`src/rtl/sccb_reg_writer_if.sv`:
```
// Request handshake and SCCB pin bundle for sccb_reg_writer.
// slave = the writer itself; master = config sequencer plus sensor side.
interface sccb_reg_writer_if;
  logic       WR_VALID;
  logic       WR_READY;
  logic [7:0] WR_ADDR;
  logic [7:0] WR_DATA;
  logic       DONE;
  logic       ACK_ERR;
  logic       SIO_C;
  logic       SIO_D;
  logic       SIO_D_OE;
  logic       SIO_D_IN;

  modport slave (
    input  WR_VALID, WR_ADDR, WR_DATA, SIO_D_IN,
    output WR_READY, DONE, ACK_ERR, SIO_C, SIO_D, SIO_D_OE
  );

  modport master (
    output WR_VALID, WR_ADDR, WR_DATA, SIO_D_IN,
    input  WR_READY, DONE, ACK_ERR, SIO_C, SIO_D, SIO_D_OE
  );
endinterface

```
`src/rtl/sccb_reg_writer.sv`:
```
// SCCB master serialising 3-phase register writes (device ID, sub-address, data).
// Define SCCB_RESET_WAIT_EN to add a hold-off after a COM7 soft-reset write.
module sccb_reg_writer #(
  parameter int unsigned QTR_CYCLES = 63,
  parameter logic [7:0]  DEVICE_ID  = 8'h42
`ifdef SCCB_RESET_WAIT_EN
  , parameter int unsigned RESET_WAIT_CYCLES = 25000
`endif
) (
  input  logic             CLK,
  input  logic             RESET_N,
  sccb_reg_writer_if.slave bus
);
  localparam int unsigned QW = (QTR_CYCLES > 1) ? $clog2(QTR_CYCLES) : 1;

  localparam logic [2:0] ST_IDLE  = 3'd0;
  localparam logic [2:0] ST_START = 3'd1;
  localparam logic [2:0] ST_BITS  = 3'd2;
  localparam logic [2:0] ST_STOP  = 3'd3;
`ifdef SCCB_RESET_WAIT_EN
  localparam logic [2:0] ST_WAIT  = 3'd4;
  localparam int unsigned WW = $clog2(RESET_WAIT_CYCLES + 1);
  logic [WW-1:0] wcnt_q, wcnt_d;
`endif

  logic [2:0]    state_q, state_d;
  logic [QW-1:0] qcnt_q, qcnt_d;
  logic [1:0]    qtr_q, qtr_d;
  logic [3:0]    bit_q, bit_d;
  logic [1:0]    phase_q, phase_d;
  logic [7:0]    addr_q, addr_d, data_q, data_d;
  logic          nack_q, nack_d;
  logic          ready_q, ready_d, done_q, done_d, ackerr_q, ackerr_d;
  logic          sioc_q, sioc_d, siod_q, siod_d, oe_q, oe_d;
  logic          qtick;
  logic [7:0]    cur_byte;

  assign qtick = (qcnt_q == QW'(QTR_CYCLES - 1));

  always_comb begin
    state_d  = state_q;
    qcnt_d   = qcnt_q;
    qtr_d    = qtr_q;
    bit_d    = bit_q;
    phase_d  = phase_q;
    addr_d   = addr_q;
    data_d   = data_q;
    nack_d   = nack_q;
    done_d   = 1'b0;
    ackerr_d = ackerr_q;
`ifdef SCCB_RESET_WAIT_EN
    wcnt_d   = wcnt_q;
`endif
    if (state_q == ST_START || state_q == ST_BITS || state_q == ST_STOP)
      qcnt_d = qtick ? '0 : qcnt_q + QW'(1);

    case (state_q)
      ST_IDLE: begin
        qcnt_d = '0;
        if (bus.WR_VALID && ready_q) begin
          state_d  = ST_START;
          qtr_d    = '0;
          addr_d   = bus.WR_ADDR;
          data_d   = bus.WR_DATA;
          nack_d   = 1'b0;
          ackerr_d = 1'b0;
        end
      end
      ST_START: if (qtick) begin
        if (qtr_q == 2'd1) begin
          state_d = ST_BITS;
          qtr_d   = '0;
          bit_d   = '0;
          phase_d = '0;
        end else begin
          qtr_d = qtr_q + 2'd1;
        end
      end
      ST_BITS: begin
        // ACK sampled on the last cycle of Q2, while SIO_C is high
        if (qtick && qtr_q == 2'd2 && bit_q == 4'd8 && bus.SIO_D_IN)
          nack_d = 1'b1;
        if (qtick) begin
          qtr_d = qtr_q + 2'd1;
          if (qtr_q == 2'd3) begin
            if (bit_q == 4'd8) begin
              bit_d = '0;
              if (phase_q == 2'd2) state_d = ST_STOP;
              else                 phase_d = phase_q + 2'd1;
            end else begin
              bit_d = bit_q + 4'd1;
            end
          end
        end
      end
      ST_STOP: if (qtick) begin
        qtr_d = qtr_q + 2'd1;
        if (qtr_q == 2'd3) begin
`ifdef SCCB_RESET_WAIT_EN
          if (addr_q == 8'h12 && data_q[7]) begin
            state_d = ST_WAIT;
            wcnt_d  = '0;
          end else begin
            state_d  = ST_IDLE;
            done_d   = 1'b1;
            ackerr_d = nack_q;
          end
`else
          state_d  = ST_IDLE;
          done_d   = 1'b1;
          ackerr_d = nack_q;
`endif
        end
      end
`ifdef SCCB_RESET_WAIT_EN
      ST_WAIT: begin
        wcnt_d = wcnt_q + WW'(1);
        if (wcnt_q == WW'(RESET_WAIT_CYCLES - 1)) begin
          state_d  = ST_IDLE;
          done_d   = 1'b1;
          ackerr_d = nack_q;
        end
      end
`endif
      default: state_d = ST_IDLE;
    endcase

    // Outputs are decoded from next-state so the pins are registered yet aligned to the state
    cur_byte = (phase_d == 2'd0) ? DEVICE_ID : (phase_d == 2'd1) ? addr_d : data_d;
    ready_d  = (state_d == ST_IDLE);
    sioc_d   = 1'b1;
    siod_d   = 1'b1;
    oe_d     = 1'b1;
    case (state_d)
      ST_START: begin
        sioc_d = (qtr_d == 2'd0);
        siod_d = 1'b0;
      end
      ST_BITS: begin
        sioc_d = qtr_d[1];
        siod_d = siod_q;
        oe_d   = oe_q;
        if (qtr_d == 2'd1) begin
          oe_d   = (bit_d != 4'd8);
          siod_d = (bit_d == 4'd8) ? 1'b1 : cur_byte[3'(4'd7 - bit_d)];
        end
      end
      ST_STOP: begin
        sioc_d = (qtr_d != 2'd0);
        siod_d = qtr_d[1];
      end
      default: ;
    endcase
  end

  always_ff @(posedge CLK or negedge RESET_N) begin
    if (!RESET_N) begin
      state_q  <= ST_IDLE;
      qcnt_q   <= '0;
      qtr_q    <= '0;
      bit_q    <= '0;
      phase_q  <= '0;
      addr_q   <= '0;
      data_q   <= '0;
      nack_q   <= 1'b0;
      ready_q  <= 1'b1;
      done_q   <= 1'b0;
      ackerr_q <= 1'b0;
      sioc_q   <= 1'b1;
      siod_q   <= 1'b1;
      oe_q     <= 1'b1;
`ifdef SCCB_RESET_WAIT_EN
      wcnt_q   <= '0;
`endif
    end else begin
      state_q  <= state_d;
      qcnt_q   <= qcnt_d;
      qtr_q    <= qtr_d;
      bit_q    <= bit_d;
      phase_q  <= phase_d;
      addr_q   <= addr_d;
      data_q   <= data_d;
      nack_q   <= nack_d;
      ready_q  <= ready_d;
      done_q   <= done_d;
      ackerr_q <= ackerr_d;
      sioc_q   <= sioc_d;
      siod_q   <= siod_d;
      oe_q     <= oe_d;
`ifdef SCCB_RESET_WAIT_EN
      wcnt_q   <= wcnt_d;
`endif
    end
  end

  assign bus.WR_READY = ready_q;
  assign bus.DONE     = done_q;
  assign bus.ACK_ERR  = ackerr_q;
  assign bus.SIO_C    = sioc_q;
  assign bus.SIO_D    = siod_q;
  assign bus.SIO_D_OE = oe_q;
endmodule

```
`src/flat_wrapper.sv`:
```
// flat-port wrapper written by rule: the top's interface ports become plain ports
module sccb_reg_writer_flat 
#(
  parameter int unsigned QTR_CYCLES = 63,
  parameter logic [7:0]  DEVICE_ID  = 8'h42

)
  (CLK, RESET_N, bus_WR_VALID, bus_WR_ADDR, bus_WR_DATA, bus_SIO_D_IN, bus_WR_READY, bus_DONE, bus_ACK_ERR, bus_SIO_C, bus_SIO_D, bus_SIO_D_OE);
  sccb_reg_writer_if bus_i ();
  input  logic CLK;
  input  logic RESET_N;
  input wire logic [$bits(bus_i.WR_VALID)-1:0] bus_WR_VALID;
  input wire logic [$bits(bus_i.WR_ADDR)-1:0] bus_WR_ADDR;
  input wire logic [$bits(bus_i.WR_DATA)-1:0] bus_WR_DATA;
  input wire logic [$bits(bus_i.SIO_D_IN)-1:0] bus_SIO_D_IN;
  output wire logic [$bits(bus_i.WR_READY)-1:0] bus_WR_READY;
  output wire logic [$bits(bus_i.DONE)-1:0] bus_DONE;
  output wire logic [$bits(bus_i.ACK_ERR)-1:0] bus_ACK_ERR;
  output wire logic [$bits(bus_i.SIO_C)-1:0] bus_SIO_C;
  output wire logic [$bits(bus_i.SIO_D)-1:0] bus_SIO_D;
  output wire logic [$bits(bus_i.SIO_D_OE)-1:0] bus_SIO_D_OE;
  assign bus_i.WR_VALID = bus_WR_VALID;
  assign bus_i.WR_ADDR = bus_WR_ADDR;
  assign bus_i.WR_DATA = bus_WR_DATA;
  assign bus_i.SIO_D_IN = bus_SIO_D_IN;
  assign bus_WR_READY = bus_i.WR_READY;
  assign bus_DONE = bus_i.DONE;
  assign bus_ACK_ERR = bus_i.ACK_ERR;
  assign bus_SIO_C = bus_i.SIO_C;
  assign bus_SIO_D = bus_i.SIO_D;
  assign bus_SIO_D_OE = bus_i.SIO_D_OE;
  sccb_reg_writer #(.QTR_CYCLES(QTR_CYCLES), .DEVICE_ID(DEVICE_ID)) u_core (.CLK(CLK), .RESET_N(RESET_N), .bus(bus_i));
endmodule
```
`config.mk`:
```
export PLATFORM = sky130hd
export DESIGN_NAME = sccb_reg_writer_flat
export DESIGN_NICKNAME = d
export VERILOG_FILES = /design/src/rtl/sccb_reg_writer_if.sv /design/src/rtl/sccb_reg_writer.sv /design/src/flat_wrapper.sv
export SDC_FILE = /design/constraint.sdc
export NUM_CORES = 1
export LEC_CHECK = 0
export BUFFER_PORTS_ARGS = -buffer_cell sky130_fd_sc_hd__buf_4
export CAP_MARGIN = 20
export CORE_ASPECT_RATIO = 0.5
export CORE_UTILIZATION = 48
export CTS_CLUSTER_DIAMETER = 40
export DETAILED_ROUTE_END_ITERATION = 10
export MAX_ROUTING_LAYER = met4
export PLACE_DENSITY = 0.64
export SYNTH_ARGS = -nofsm -noshare
export SYNTH_HDL_FRONTEND = slang
export SYNTH_SLANG_ARGS = --single-unit
```
`constraint.sdc`:
```
create_clock -name CLK -period 2.9 [get_ports CLK]
set_clock_uncertainty 0.05 [all_clocks]
set_input_delay 0.145 -clock CLK [delete_from_list [all_inputs] [get_ports CLK]]
set_output_delay 0.145 -clock CLK [all_outputs]
set_load 0.02 [all_outputs]
```
==> metrics.cfg <==
[pwr]
ir_drop_mv = 0.2902
leakage_nw = 1.259
fin_total_pwr_mw = 1.344
power_density_nw_per_um2 = 488.5

[routing]
ant_nets = 0
drc = 0
wl_per_cell_um = 15.29
drt_iter0_drc = 102
vias = 1824
firstDrtPassIters = 5
avgViaCountPerCell = 5.511
wl_mm = 5.061

[layout]
drive_above_1_share = 0.2717
area_delta_synth_final_pct = 16.30
diodes = 0
final_nets = 293
fillers = 414

[synth]
synthTopCellsByArea = dfrtp_1 38%, mux2_2 5.2%, ha_1 4.8%
yosys_most_used_dff = dfrtp_1
synth_seq_cells = 40
synth_edf_count = 0
synthCells = 234
synthArstFlopShare = 1.000
yosysTopAreaCell = dfrtp_1
synth.distinct_cells = 60
syn-mean-instance-area_um2 = 10.11
synth_warnings = 0
syn_area_um2 = 2365
synth_top_area_frac = 0.3810
syn-num-nets = 263
ys_seq_area_frac = 0.4254

[clock_tree]
clock_latency_ns = 0.30
cts.sinks = 40
htreeDepth = 2
post_cts_buffers = 0
clk_transition_reported_paths_ns = 0.09
cts_tree = done
root_buffer = clkbuf_8
clock_path_buffers = 2
cts_made_buffers = 5

[timing]
tightest_slew_ns = 0.5324
setup_violations = 0
rsz0062_at_grt = no
fmax_mhz = 373.8
fin_tns_setup_ns = 0
finalHoldViolations = 0
period_needed_ns = 2.675
fin_crit_sh = 0.9224
max_slew_margin = 0.6419
drv_slew = 0

[run]
maxCapViolCount = 0

[floorplanning]
die_h_um = 51.63
pin_count = 26
rows = 17
dieArea_um2 = 5228
core-area_um2 = 4552
start_util = 0.5195
die_w_um = 101.3

[worst_setup_path]
crit_chain = inv_1 -> ha_1 -> and3b_1 -> nand4_2 -> mux2_4 -> nor2_2 -> mux2i_1 -> a21oi_1 -> nor4b_2 -> nor3_2
worst_ep_arrival_time_ns = 2.85
end_kind = flip-flop
path_class = reg2reg
cp_slowest_stage_delay_ns = 0.44
cp-start-kind = flip-flop
critPathRequiredTime_ns = 3.07
reg2regPathDepth = 10
cp_slowest_cell = dfrtp_1
critical_path.max_fanout = 12

[status]
outcome = finished, final reports clean

[global_route]
grt_pass1_vias = 1708
grt_pass1_wl_mm = 8.369
grt_start_max_net_pins = 41
grt_usage = 0.2179
grt-ovfl-total = 0
antenna_found_initial = 0

[placement]
dp_hpwl_mm = 3.690
gp_congestion = 0.8814
numPortBuffers = 25

[hold_path]
hp-class = in2reg
hold_depth = 3

[layer usage]
metal  part of all wire  track usage  vias up
met5                  0            -        -
met4            0.00059      0.02899        0
met3              0.034      0.04839        2
met2               0.44       0.3322       26
met1               0.52       0.3063      905
li1                   -            -      891
[cell families after synthesis]
group / count (synthesis) / synth area share
AND/OR/NAND/NOR: 76 / 0.2085
flip-flops: 40 / 0.4254
other: 1 / 0.001586
adder cells (fa/ha/maj): 9 / 0.04762
buffers and inverters: 32 / 0.06349
AO/OA/AOI/OAI: 54 / 0.1524
multiplexers: 22 / 0.1011
[sequential cells by signal (all words and copies together) (netlist names)]
signal / flops
u_core.addr_q: 8
u_core.bit_q: 4
u_core.bus.ACK_ERR: 1
u_core.bus.DONE: 1
u_core.bus.SIO_C: 1
u_core.bus.SIO_D: 1
u_core.bus.SIO_D_OE: 1
u_core.bus.WR_READY: 1
u_core.data_q: 8
u_core.nack_q: 1
u_core.phase_q: 2
u_core.qcnt_q: 6
u_core.qtr_q: 2
u_core.state_q: 3
[cell usage after synthesis (4+ instances only)]
master,count
nor3_1,6
nand2_1,21
a21oi_1,11
o21ai_0,16
inv_1,23
a31oi_1,4
nand4_1,6
mux2i_1,10
nor2_1,10
ha_1,9
dfrtp_1,36
mux2_2,11
dfstp_2,4
[per-stage QoR]
step / worst slack, ns / hold slack [ns] / instance area (um2) / std cells / util
detailed placement: 0.2445 / 0.1037 / 2616 / 322 / 0.5748
floorplan: 0.3574 / -0.2006 / 2365 / 234 / -
CTS: 0.2198 / 0.03590 / 2741 / 331 / 0.6023
global placement: 0.2675 / 0.09981 / 2616 / 322 / 0.5748
global route: 0.06228 / 0.03880 / 2750 / 331 / 0.6042
finish: 0.2249 / 0.03376 / 2750 / 331 / 0.6042
[timing repair]
| action | in CTS | in global routing |
|---|---|---|
| endpoints found under the hold margin | 36 | 0 |
| hold buffers | 1 | 0 |
| endpoints found under the setup margin | 0 | 1 |
| gates resized for setup | 0 | 1 |
[cells in the final DEF (no fill, tap or decap), drive strengths merged, types with 2 or more instances in the layout]
| cell type | instances |
|---|---|
| nor2b | 3 |
| or4 | 2 |
| and4 | 2 |
| nor4 | 3 |
| mux2i | 10 |
| nand4b | 2 |
| o21ai | 16 |
| nor3 | 8 |
| dfstp | 4 |
| o31ai | 2 |
| a21oi | 13 |
| inv | 24 |
| clkbuf | 5 |
| and2 | 2 |
| dfrtp | 36 |
| nand4 | 7 |
| mux2 | 12 |
| ha | 9 |
| nor2 | 12 |
| and3 | 2 |
| buf | 31 |
| nand2 | 22 |
| a31oi | 5 |
| a21o | 3 |
| nand2b | 3 |
| o311ai | 2 |
| o22ai | 2 |
[power breakdown]
part / switching (mW) / leakage, nW / internal [mW] / total (mW)
Clock: 0.218 / 0.0548 / 0.259 / 0.477
Sequential: 0.0314 / 0.505 / 0.627 / 0.658
Combinational: 0.111 / 0.699 / 0.0976 / 0.208
[final cells by class]
type                            count  area, um2  share of cell area
Inverter                           23      86.33             0.03139
Clock inverter                      3      46.29             0.01683
Multi-Input combinational cell    162       1217              0.4427
Clock buffer                        5      68.82             0.02502
Sequential cell                    40       1006              0.3658
Timing Repair Buffer               32      242.7             0.08826
Tap cell                           66      82.58             0.03003
[worst paths after layout]
check	endpoint	slack, ns	startpoint
min in group asynchronous	u_core.qtr_q[0]	0.30	RESET_N
max in group asynchronous	u_core.bus.WR_READY	2.11	RESET_N
max	u_core.bus.SIO_D	0.22	u_core.bit_q[1]
min	u_core.addr_q[5]	0.03	bus_WR_ADDR[5]
min reg2reg	u_core.addr_q[5]	0.44	u_core.addr_q[5]
max reg2reg	u_core.bus.SIO_D	0.22	u_core.bit_q[1]
[worst max-delay path: cells and delay by family, from the launching register on]
kind / cells / cell delay, ns
muxes: 2 / 0.63
AOI/OAI and AO/OA: 1 / 0.11
and+or+nand+nor: 5 / 1.11
DFF: 1 / 0.44
buffers and inverters: 1 / 0.10
adders and majority gates: 1 / 0.15
No activity file was read; power rests on OpenSTA's default activity.
